$ cat src/rtl/timer_pkg.sv
// Shared constants, BCD digit type and digit helpers for the play timer.
// Pure declarations and functions; no clocked logic.
// Configuration macro consumed by users of this package: PLAY_TIMER_DOWN_EN.
package timer_pkg;

    localparam int SEC_MAX = 59;
    localparam int BCD_W   = 4;

    typedef logic [BCD_W-1:0] bcd_t;

    // Limit a BCD digit to lim (invalid codes collapse to the limit).
    function automatic bcd_t bcd_clamp(input bcd_t d, input bcd_t lim);
        return (d > lim) ? lim : d;
    endfunction

    // Binary seconds 0..59 to {tens, units} BCD.
    function automatic logic [2*BCD_W-1:0] sec_to_bcd(input logic [6:0] s);
        bcd_t       tens;
        logic [6:0] rem;
        tens = '0;
        rem  = s;
        for (int i = 0; i < 5; i++) begin
            if (rem >= 7'd10) begin
                rem  = rem - 7'd10;
                tens = tens + 4'd1;
            end
        end
        return {tens, BCD_W'(rem)};
    endfunction

endpackage

$ cat src/rtl/timer_prescaler.sv
// Purpose: divides clk into one-second events, counting 0..CLK_DIV-1 while enabled.
// Latency: tick_o is combinational, high during the cycle whose edge wraps the counter.
// Backpressure: en_i low freezes the phase; clr_i forces phase 0 and masks tick_o.
module timer_prescaler #(
    parameter int CLK_DIV = 50_000_000
) (
    input  logic clk,
    input  logic reset,
    input  logic en_i,
    input  logic clr_i,
    output logic tick_o
);

    localparam int CW = (CLK_DIV > 2) ? $clog2(CLK_DIV) : 1;

    logic [CW-1:0] cnt_q, cnt_d;

    assign tick_o = en_i && !clr_i && (cnt_q == CW'(CLK_DIV - 1));

    // Next phase: clear wins, otherwise advance and wrap while enabled.
    always_comb begin
        cnt_d = cnt_q;
        if (clr_i) begin
            cnt_d = '0;
        end else if (en_i) begin
            cnt_d = tick_o ? '0 : cnt_q + CW'(1);
        end
    end

    // Phase register; reset aborts any second in progress.
    always_ff @(posedge clk or negedge reset) begin
        if (!reset) begin
            cnt_q <= '0;
        end else begin
            cnt_q <= cnt_d;
        end
    end

endmodule

$ cat src/rtl/play_timer.sv
// Purpose: BCD mm:ss play timer, up count with wrap, optional down count (macro PLAY_TIMER_DOWN_EN).
// Latency: time, tick, wrap and done all update on the edge that completes a second.
// Backpressure: count low stalls the prescaler; load overrides any tick in the same cycle.
module play_timer
    import timer_pkg::*;
#(
    parameter int MIN_DIGITS = 2,
    parameter int CLK_DIV    = 50_000_000,
    parameter int STEP_W     = 6
) (
    input  logic                      clk,
    input  logic                      reset,
    input  logic                      count,
    input  logic [STEP_W-1:0]         adder,
    input  logic                      dir,
    input  logic                      load,
    input  logic [8+4*MIN_DIGITS-1:0] load_value,
    output logic [3:0]                seconds0,
    output logic [3:0]                seconds1,
    output logic [4*MIN_DIGITS-1:0]   minutes,
    output logic                      tick,
    output logic                      wrap,
    output logic                      done,
    output logic                      at_zero
);

    logic                  pre_tick;
    bcd_t                  s0_q, s0_d, s1_q, s1_d;
    bcd_t [MIN_DIGITS-1:0] min_q, min_d, min_inc;
    logic                  tick_q, tick_d, wrap_q, wrap_d;
    logic [6:0]            sec_cur, step, sec_sum, sec_up;
    logic                  carry_up, c_up;

    timer_prescaler #(
        .CLK_DIV (CLK_DIV)
    ) u_prescaler (
        .clk    (clk),
        .reset  (reset),
        .en_i   (count),
        .clr_i  (load),
        .tick_o (pre_tick)
    );

    assign at_zero = (s0_q == '0) && (s1_q == '0) && (min_q == '0);

    // Up path: seconds sum with carry rippled through the minute digits.
    always_comb begin
        sec_cur  = 7'(s1_q) * 7'd10 + 7'(s0_q);
        step     = (32'(adder) > SEC_MAX) ? 7'(SEC_MAX) : 7'(adder);
        sec_sum  = sec_cur + step;
        carry_up = (sec_sum >= 7'd60);
        sec_up   = carry_up ? sec_sum - 7'd60 : sec_sum;
        min_inc  = min_q;
        c_up     = carry_up;
        for (int i = 0; i < MIN_DIGITS; i++) begin
            if (c_up) begin
                if (min_q[i] >= 4'd9) begin
                    min_inc[i] = '0;
                end else begin
                    min_inc[i] = min_q[i] + 4'd1;
                    c_up       = 1'b0;
                end
            end
        end
    end

`ifdef PLAY_TIMER_DOWN_EN
    bcd_t [MIN_DIGITS-1:0] min_dec;
    logic [6:0]            sec_dn;
    logic                  borrow, b_dn;
    logic                  done_q, done_d;

    // Down path: seconds difference with borrow rippled through the minute digits;
    // a borrow out of the top digit means the step exceeds the remaining time.
    always_comb begin
        borrow  = (sec_cur < step);
        sec_dn  = borrow ? sec_cur + 7'd60 - step : sec_cur - step;
        min_dec = min_q;
        b_dn    = borrow;
        for (int i = 0; i < MIN_DIGITS; i++) begin
            if (b_dn) begin
                if (min_q[i] == '0) begin
                    min_dec[i] = 4'd9;
                end else begin
                    min_dec[i] = min_q[i] - 4'd1;
                    b_dn       = 1'b0;
                end
            end
        end
    end
`else
    logic dir_unused;
    assign dir_unused = dir;
`endif

    // Next time and event pulses: load first, then the second tick.
    always_comb begin
        s0_d   = s0_q;
        s1_d   = s1_q;
        min_d  = min_q;
        tick_d = 1'b0;
        wrap_d = 1'b0;
`ifdef PLAY_TIMER_DOWN_EN
        done_d = 1'b0;
`endif
        if (load) begin
            s0_d = bcd_clamp(load_value[3:0], 4'd9);
            s1_d = bcd_clamp(load_value[7:4], 4'd5);
            for (int i = 0; i < MIN_DIGITS; i++) begin
                min_d[i] = bcd_clamp(load_value[8+4*i +: 4], 4'd9);
            end
        end else if (pre_tick) begin
            tick_d = 1'b1;
`ifdef PLAY_TIMER_DOWN_EN
            if (dir) begin
                if (b_dn) begin
                    s0_d  = '0;
                    s1_d  = '0;
                    min_d = '0;
                end else begin
                    {s1_d, s0_d} = sec_to_bcd(sec_dn);
                    min_d        = min_dec;
                end
                // Only the transition into 00:00 counts; sitting at zero stays quiet.
                done_d = !at_zero && (s0_d == '0) && (s1_d == '0) && (min_d == '0);
            end else begin
                {s1_d, s0_d} = sec_to_bcd(sec_up);
                min_d        = min_inc;
                wrap_d       = c_up;
            end
`else
            {s1_d, s0_d} = sec_to_bcd(sec_up);
            min_d        = min_inc;
            wrap_d       = c_up;
`endif
        end
    end

    // Time and pulse registers.
    always_ff @(posedge clk or negedge reset) begin
        if (!reset) begin
            s0_q   <= '0;
            s1_q   <= '0;
            min_q  <= '0;
            tick_q <= 1'b0;
            wrap_q <= 1'b0;
        end else begin
            s0_q   <= s0_d;
            s1_q   <= s1_d;
            min_q  <= min_d;
            tick_q <= tick_d;
            wrap_q <= wrap_d;
        end
    end

`ifdef PLAY_TIMER_DOWN_EN
    // Done pulse register.
    always_ff @(posedge clk or negedge reset) begin
        if (!reset) begin
            done_q <= 1'b0;
        end else begin
            done_q <= done_d;
        end
    end
    assign done = done_q;
`else
    assign done = 1'b0;
`endif

    assign seconds0 = s0_q;
    assign seconds1 = s1_q;
    assign minutes  = min_q;
    assign tick     = tick_q;
    assign wrap     = wrap_q;

endmodule
$ cat config.mk
export PLATFORM = sky130hd
export DESIGN_NAME = play_timer
export DESIGN_NICKNAME = d
export VERILOG_FILES = /design/src/rtl/timer_pkg.sv /design/src/rtl/timer_prescaler.sv /design/src/rtl/play_timer.sv
export SDC_FILE = /design/constraint.sdc
export NUM_CORES = 1
export LEC_CHECK = 0
export CAP_MARGIN = 15
export CORE_UTILIZATION = 40
export CTS_CLUSTER_SIZE = 40
export DETAILED_ROUTE_END_ITERATION = 16
export SLEW_MARGIN = 20
export SYNTH_ARGS = -nofsm -noshare
export SYNTH_HDL_FRONTEND = slang
export SYNTH_SLANG_ARGS = --single-unit
$ cat constraint.sdc
create_clock -name clk -period 19.6 [get_ports clk]
set_input_delay 1.96 -clock clk [delete_from_list [all_inputs] [get_ports clk]]
set_output_delay 1.96 -clock clk [all_outputs]
set_load 0.01 [all_outputs]
==> Yosys cells after proc, flatten, opt, wreduce, memory -nomap -nowiden <==
Cells that the tools add are included.
W data, S select, Z words.
{ "word_totals": {"regBits": 44, "out_inout_bits": 20, "wordCells": 104} }
{ "op_classes": {"addsub": 15, "multipliers": 1, "order_cmp": 13, "n_eq_ne": 1, "n_mux": 53, "reduce_logical": 14} }
{ "ops": {"columns": ["cell", "count"], "rows": [
  ["$mux W4", 25],
  ["$mux W7", 13],
  ["$mux W26", 3],
  ["$ge A7 B4 Y1 const B", 5],
  ["$sub A7 B4 Y7 const B", 4],
  ["$add A26 B1 Y26 const B", 1],
  ["$eq A26 B26 Y1 const B", 1],
  ["$add A4 B1 Y4 const B", 6],
  ["$mux W8", 2],
  ["$gt A4 B4 Y1 const B", 3],
  ["$mux W1", 9],
  ["$ge A4 B4 Y1 const B", 2],
  ["$logic_not A4 Y1", 2],
  ["$logic_not A8 Y1", 1],
  ["$reduce_bool A2 Y1", 4],
  ["$add A7 B4 Y7", 1],
  ["$add A7 B6 Y7", 1],
  ["$ge A7 B6 Y1 const B", 1],
  ["$sub A7 B6 Y7 const B", 1],
  ["$gt A6 B6 Y1 const B", 1],
  ["$mul A4 B3 Y6 const B", 1],
  ["$mux W6", 1],
  ["$gt A4 B3 Y1 const B", 1],
  ["$logic_and A1 B1 Y1", 4],
  ["other kinds (3)", 4]
]} }

==> Longest topological paths before layout <==
Gate-level depths: netlist of run 1.
{ "logic_depth": {"depth_word": 25, "mapped_depth": 39, "ltp_nobuf": 37} }

==> Modules after synthesis <==
Synthesis of run 1 repeated with hierarchy kept, for this count alone.
{ "hier_totals": {"hier_cells": 566, "hier_area_um2": 4813.4} }
{ "modules_own_cells": {"columns": ["module", "n_inst", "cells_per_inst", "area_each_um2"], "rows": [
  ["play_timer", 1, 369, 3045.4],
  ["timer_prescaler", 1, 197, 1767.9]
]} }

==> Worst setup path before layout of run 1 <==
No wires, ideal clock.
{ "synth_path": {"kind": "input to register", "from": "input port adder[2]", "to": "register s1_q[0], in the netlist seconds1[0]", "setup_ns": 0.123, "arrival_ns": 9.548, "t_required_ns": 19.477, "slack_ns": 9.929, "path_stages": 39, "path_buffers": 2, "cell_sequence": "a41oi_1 fa_1 inv_1 ha_1 fa_1 and3_1 or3_1 nand4_1 o211a_1 o21bai_1 inv_1 ha_1 inv_1 a21o_1 and4_4 or2_1 buf_4 clkinv_4 (+3 left out) a21oi_1 ha_1 nor2b_1 o311a_1 or4b_1 buf_4 xnor2_1 inv_1 ha_1 a221o_1 a31oi_1 ha_1 inv_1 a31oi_1 a2bb2oi_1 nand2b_2 xor2_1 o221a_1"} }
{ "synth_between": {"elab_chain_cells": 25, "elab_cells_between_ends": 46, "cone_classes": "add/sub: 10; order compare: 7; mux: 29"} }
{ "synth_rtl": {"columns": ["element", "line", "rtl"], "rows": [
  ["start: declaration", "play_timer.sv:14", "input logic [STEP_W-1:0] adder,"],
  ["$gt A6 B6 Y1", "play_timer.sv:49", "step = (32'(adder) > SEC_MAX) ? 7'(SEC_MAX) : 7'(adder);"],
  ["$mux W6 (*)", "play_timer.sv:49", null],
  ["$add A7 B6 Y7 (*)", "play_timer.sv:50", "sec_sum = sec_cur + step;"],
  ["$sub A7 B6 Y7 / $ge A7 B6 Y1 (equally long branches)", "play_timer.sv:52, play_timer.sv:51", null],
  ["$mux W7 (*)", "play_timer.sv:52", "sec_up = carry_up ? sec_sum - 7'd60 : sec_sum;"],
  ["$sub A7 B4 Y7 / $ge A7 B4 Y1 (equally long branches)", "timer_pkg.sv:24, timer_pkg.sv:23", null],
  ["$mux W7 / $mux W1 (equally long branches)", "timer_pkg.sv:23", "if (rem >= 7'd10) begin"],
  ["$mux W7 / $mux W4 (equally long branches)", "play_timer.sv:112", "end else if (pre_tick) begin"],
  ["(+9 left out)", null, null],
  ["$sub A7 B4 Y7 (tied with other cells)", "timer_pkg.sv:24", "rem = rem - 7'd10;"],
  ["$mux W7 / $mux W4 (equally long branches)", "timer_pkg.sv:23", null],
  ["$mux W7 / $mux W4 (equally long branches)", "play_timer.sv:112", null],
  ["$mux W7 / $mux W4 (equally long branches)", "play_timer.sv:106", "if (load) begin"],
  ["$ge A7 B4 Y1 / $add A4 B1 Y4 (equally long branches)", "timer_pkg.sv:23, timer_pkg.sv:25", null],
  ["$mux W4 (*)", "timer_pkg.sv:23", null],
  ["$mux W4 (*)", "play_timer.sv:112", null],
  ["$mux W4 (*)", "play_timer.sv:106", null],
  ["end signal: assignment", "play_timer.sv:143", "s1_q <= '0;"],
  ["end signal: assignment", "play_timer.sv:149", "s1_q <= s1_d;"],
  ["end: declaration", "play_timer.sv:28", "bcd_t s0_q, s0_d, s1_q, s1_d;"]
]} }
Every way passes the cells marked *; elsewhere a longest branch is shown, timed or not. The select of a mux whose other input is x is not followed.
A chain may end at the register's enable or synchronous reset.

==> Worst setup path in the final report of run 1 <==
{ "layout_path": {"from": "input port adder[5]", "to": "register s1_q[0], in the netlist seconds1[0]"} }
The elaborated chain is that of the path after synthesis.

==> impl_metrics.py, run 1 <==
metrics = {
    "drt": {
        "drt_iter0_drc": 223,
        "drc": 0,
        "via_per_inst": 5.916,
        "routed_wl_um": 11780,
        "wl_per_cell_um": 16.03,
        "firstDrtPassIters": 4,
        "ant_nets": 0,
        "via_count": 4348,
    },
    "finish": {
        "diodes": 0,
        "syn2layout_area_growth_pct": 16.19,
        "layoutNonFillerInstCount": 735,
        "utilization_pct": 48.12,
        "nFillCells": 1056,
        "layout_common_cells": "nor2_1, nand2_1, dfrtp_1",
        "layout_commonest_cell": "nor2_1",
        "drive_gt1_share_pct": 6.723,
        "final_area_mm2": 0.005263,
        "fin_nets": 656,
    },
    "worst_setup_path": {
        "regToRegEndpoint": "seconds1[0]",
        "rr_worst_depth": 36,
        "critPathRequiredTime_ns": 19.77,
        "cpMaxStageDelayCell": "or4b_1",
        "crit_arrival_ns": 11.66,
        "rrSetupSlack_ns": 9.82,
        "cp-start-kind": "input port",
        "endpoint_kind": "flip-flop",
        "reg2reg_from": "seconds1[1]",
        "crit_fanout": 10,
        "critPathMaxStageDelay_ns": 0.71,
        "critical_path_class": "in -> reg",
    },
    "min_path": {
        "hp-class": "reg -> reg",
        "min_from": "u_prescaler.cnt_q[22]",
        "whs_path_depth": 2,
        "hold_end": "u_prescaler.cnt_q[22]",
    },
    "floorplanning": {
        "placementRows": 38,
        "num_io_pins": 47,
        "die_x_um": 108.4,
        "die_area_mm2": 0.01175,
        "die_y_um": 108.4,
        "start_util_pct": 41.42,
        "coreArea_mm2": 0.01094,
    },
    "logic_synthesis": {
        "async_flop_share_pct": 100.0,
        "yosysWarnings": 0,
        "yosysSeqAreaShare_pct": 24.31,
        "synthFlopType": "dfrtp_1",
        "synth_edf_count": 0,
        "synth-seq-cells": 44,
        "yosysUniqueCellTypes": 84,
        "syn_area_per_cell_um2": 8.132,
        "netlist_instances": 557,
        "synth_fp_nets": 619,
        "synth_area_mm2": 0.004529,
    },
    "sta": {
        "fin_tns_setup_ns": 0,
        "setup_violations": 0,
        "fin_crit_sh_pct": 58.63,
        "rsz0062_at_grt": "no",
        "min_period_ns": 11.49,
        "worst_slew_pin_slew_ns": 0.9948,
        "hold_violations": 0,
        "finClkSkew_ns": 0.006574,
        "relSlewSlack_pct": 33.68,
        "max_freq_ghz": 0.08702,
        "slew_viol_final": 0,
    },
    "place": {
        "placed_area_mm2": 0.005082,
        "dp_hpwl_um": 9226,
        "numPortBuffers": 44,
        "dp_cells": 727,
        "place_congestion": 0.9549,
    },
    "clocking": {
        "numCtsBuffers": 5,
        "ctsHoldBuffers": 0,
        "post-cts-setup-buffer-count": 0,
        "htree_levels": 2,
        "clock-root-buffer": "clkbuf_16",
        "cts_resized": 0,
        "clk_path_buf_depth": 2,
        "clock_sinks": 44,
        "tritoncts": "done",
        "clock_latency_ns": 0.29,
        "path_clk_slew_ns": 0.06,
    },
    "outcome": {
        "outcome": "complete, no violations",
    },
    "grt": {
        "grt_use_total_pct": 20.75,
        "antenna_found_initial": 0,
        "grt_pass1_vias": 4070,
        "grt_pass1_wl_um": 19600,
        "gr-total-overflow": 0,
        "grt_max_degree": 45,
    },
    "run": {
        "cap_violations": 0,
    },
}
## how the worst max path moves through the flow
stage,start,to,cells past startpoint
6_report,adder[5],seconds1[0],38
5_1_grt,adder[5],seconds1[0],38
4_1_cts,adder[5],seconds1[0],38
3_5_place_dp,adder[5],seconds1[0],38
3_3_place_gp,adder[5],seconds1[0],38
2_1_floorplan,adder[2],seconds1[0],39
## synth_stat cells (4+ instances only)
| cell type | number | share of area, % |
|---|---|---|
| o21ai_0 | 40 | 4.4 |
| xnor2_1 | 12 | 2.3 |
| a31oi_1 | 6 | 0.83 |
| nand2b_1 | 5 | 0.69 |
| nor2_1 | 60 | 5.0 |
| fa_1 | 5 | 2.2 |
| nand4_1 | 15 | 2.1 |
| nand3b_1 | 4 | 0.66 |
| o21a_1 | 10 | 1.7 |
| a211o_1 | 4 | 0.77 |
| xor2_1 | 15 | 2.9 |
| a21o_1 | 7 | 1.2 |
| nand3_1 | 16 | 1.8 |
| nor4_1 | 9 | 1.2 |
| o21ai_1 | 4 | 0.44 |
| a21oi_1 | 29 | 3.2 |
| ha_1 | 30 | 8.3 |
| nand2_1 | 47 | 3.9 |
| clkbuf_1 | 12 | 0.99 |
| a311oi_1 | 5 | 0.97 |
| inv_1 | 32 | 2.7 |
| or3_1 | 11 | 1.5 |
| and2_1 | 4 | 0.55 |
| nor3_1 | 17 | 1.9 |
| dfrtp_1 | 44 | 24 |
| mux2i_1 | 7 | 1.5 |
| or4_1 | 5 | 0.83 |
| and3_1 | 9 | 1.2 |
| o211ai_1 | 4 | 0.66 |
## kinds of logic (layout without fill, tap and decap cells)
logic type / count (synthesis) / count (layout) / synth area share (%)
other: 1 / 1 / 0.08279
adders and majority gates: 35 / 35 / 10.50
DFF: 44 / 44 / 24.31
xor gates and xnor gates: 29 / 29 / 6.077
and+or+nand+nor: 227 / 227 / 25.97
AOI/OAI and AO/OA: 160 / 160 / 25.66
muxes: 12 / 12 / 2.956
buffers and inverters: 49 / 87 / 4.447
## worst max-delay path: cells and delay by family
kind            cells  cell delay (ns)
simple gates       10             2.98
compound gates     12             2.78
xor+xnor            2             0.59
fa+ha+maj           7             2.14
buf+inv             7             1.18
## per-stage QoR
step	hold WS (ns)	setup slack, ns
2_1_floorplan	0.5049	9.929
3_3_place_gp	0.5227	8.054
3_5_place_dp	0.5400	7.900
4_1_cts	0.5507	8.176
5_1_grt	0.5790	7.358
6_report	0.5466	8.109
## layout make-up
| class | instances | area, um^2 | area share [%] |
|---|---|---|---|
| Clock buffer | 6 | 138.9 | 2.639 |
| Clock inverter | 2 | 38.79 | 0.7370 |
| Inverter | 33 | 128.9 | 2.449 |
| Multi-Input combinational cell | 464 | 3229 | 61.36 |
| Sequential cell | 44 | 1101 | 20.92 |
| Tap cell | 140 | 175.2 | 3.329 |
| Timing Repair Buffer | 46 | 450.4 | 8.559 |
## state kept, by name, indices dropped and copies added (netlist names)
| name | count |
|---|---|
| tick | 1 |
| u_prescaler.cnt_q | 26 |
| seconds1 | 4 |
| seconds0 | 4 |
| minutes | 8 |
| wrap | 1 |
## layer usage
metal	track usage (%)	vias up	share of wire (%)
met1	28.00	2090	47
met4	6.178	0	1.5
met2	35.08	89	47
met3	1.748	12	3.8
met5	0	-	0
li1	-	2157	-
Power of run 1 is left out: the tool's default activity adds up to more than one toggle a clock period on the data nets, which glitch-free logic cannot reach.
==> run 2, diff against run 1 <==
==> constraint.sdc (replaced) <==
create_clock -name clk -period 11.9 [get_ports clk]
set_input_delay 1.19 -clock clk [delete_from_list [all_inputs] [get_ports clk]]
set_output_delay 1.19 -clock clk [all_outputs]
set_load 0.01 [all_outputs]
==> run 2 against run 1 <==
Net effect:
- setup slack worse by 6.8 ns
- clock-buffer cell count stayed put
- sequential cell count stayed put
- die area stayed put
- critical path type unchanged
- critical endpoint unchanged
==> impl_metrics.py, run 2 (synthesis gave the netlist of run 1 again) <==
metrics = {
    "outcome": {
        "outcome": "complete, no violations",
    },
    "worst_setup_path": {
        "critPathMaxStageDelay_ns": 0.72,
        "crit_fanout": 10,
        "cp-start-kind": "input port",
        "crit_arrival_ns": 10.76,
        "cpLargestDelayFamily": "compound AO/OA/AOI/OAI gates",
        "critPathRequiredTime_ns": 12.07,
        "cpMaxStageDelayCell": "or4b_1",
        "critical_path_class": "in -> reg",
        "endpoint_kind": "flip-flop",
        "cp_num_buf_inv": 7,
    },
    "finish": {
        "utilization_pct": 48.19,
        "syn2layout_area_growth_pct": 16.35,
        "largest_register_ffs": 26,
        "fin_nets": 657,
        "layout_commonest_cell": "nor2_1",
        "layout_common_cells": "nor2_1, nand2_1, dfrtp_1",
        "diodes": 0,
        "drive_gt1_share_pct": 6.711,
        "regMostFlops": "u_prescaler.cnt_q",
    },
    "clocking": {
        "htree_levels": 2,
        "cts_resized": 0,
        "numCtsBuffers": 5,
        "post-cts-setup-buffer-count": 0,
        "clock_latency_ns": 0.29,
        "clk_path_buf_depth": 2,
        "clock-root-buffer": "clkbuf_16",
        "ctsHoldBuffers": 0,
        "tritoncts": "done",
        "clock_sinks": 44,
        "path_clk_slew_ns": 0.07,
    },
    "floorplanning": {
        "die_x_um": 108.4,
        "die_area_mm2": 0.01175,
        "start_util_pct": 41.42,
        "die_y_um": 108.4,
        "placementRows": 38,
        "coreArea_mm2": 0.01094,
        "num_io_pins": 47,
    },
    "place": {
        "dp_hpwl_um": 9222,
        "numPortBuffers": 44,
        "place_congestion": 0.9067,
    },
    "sta": {
        "fin_crit_sh_pct": 88.93,
        "slew_viol_final": 0,
        "fin_tns_setup_ns": 0,
        "holdWs_ns": 0.5502,
        "setup_violations": 0,
        "min_period_ns": 10.58,
        "finClkSkew_ns": 0.006706,
        "hold_violations": 0,
        "worst_slew_pin_slew_ns": 1.072,
        "relSlewSlack_pct": 28.52,
        "max_freq_ghz": 0.09449,
        "rsz0062_at_grt": "no",
    },
    "drt": {
        "ant_nets": 0,
        "firstDrtPassIters": 5,
        "via_count": 4362,
        "drc": 0,
        "routed_wl_um": 11940,
        "via_per_inst": 5.927,
        "wl_per_cell_um": 16.22,
        "drt_iter0_drc": 246,
    },
    "min_path": {
        "hp-class": "reg -> reg",
    },
    "grt": {
        "grt_pass1_wl_um": 20030,
        "grt_pass1_vias": 4228,
        "grt_use_total_pct": 21.14,
        "grt_max_degree": 45,
        "antenna_found_initial": 0,
        "gr-total-overflow": 0,
    },
    "run": {
        "cap_violations": 0,
    },
}
[run 2: cell types whose count changed in the layout (fill, tap and decap cells not counted), sizes merged]
cell  change
buf       +1
[run 2: final timing paths]
| kind | startpoint | end | slack [ns] | depth (start not counted) |
|---|---|---|---|---|
| max in group asynchronous | reset | minutes[7] | 10.62 | 1 |
| worst max register to register | seconds1[1] | seconds1[0] | 2.33 | 36 |
| worst min-delay path | u_prescaler.cnt_q[22] | u_prescaler.cnt_q[22] | 0.55 | 2 |
| worst max-delay path | adder[5] | seconds1[0] | 1.32 | 38 |
| min in group asynchronous | reset | minutes[3] | 0.90 | 1 |
| worst min register to register | u_prescaler.cnt_q[22] | u_prescaler.cnt_q[22] | 0.55 | 2 |
[run 2: layout make-up]
class                   count  area (um^2)
clock inverters             2        38.79
clock buffers               6        138.9
inverters                  33        128.9
multi-input cells         464         3227
fillers                  1113         5665
flip-flops and latches     44         1101
repair buffers             47        460.4
well taps                 140        175.2
[run 2: metrics by stage]
stage               instance area [um^2]  instances  setup WS (ns)
finish                              5270        736          1.317
global route                        5270        736         0.4953
CTS                                 5268        736          1.376
detailed placement                  5090        728          1.078
global placement                    5090        728          1.170
floorplan                           4529        557          2.999
[run 2: worst min-delay path: stages (launching register included)]
cell     delay (ns)
dfrtp_1        0.35
or3_1          0.11
a21oi_1        0.06
[run 2: layer usage]
layer	vias up	share of wire, %	track usage, %
li1	2156	-	-
met1	2082	47	28.35
met2	106	47	35.53
met3	18	4.3	1.989
met4	0	2.0	6.853
met5	-	0	0
Power of run 2 is left out for the same reason.
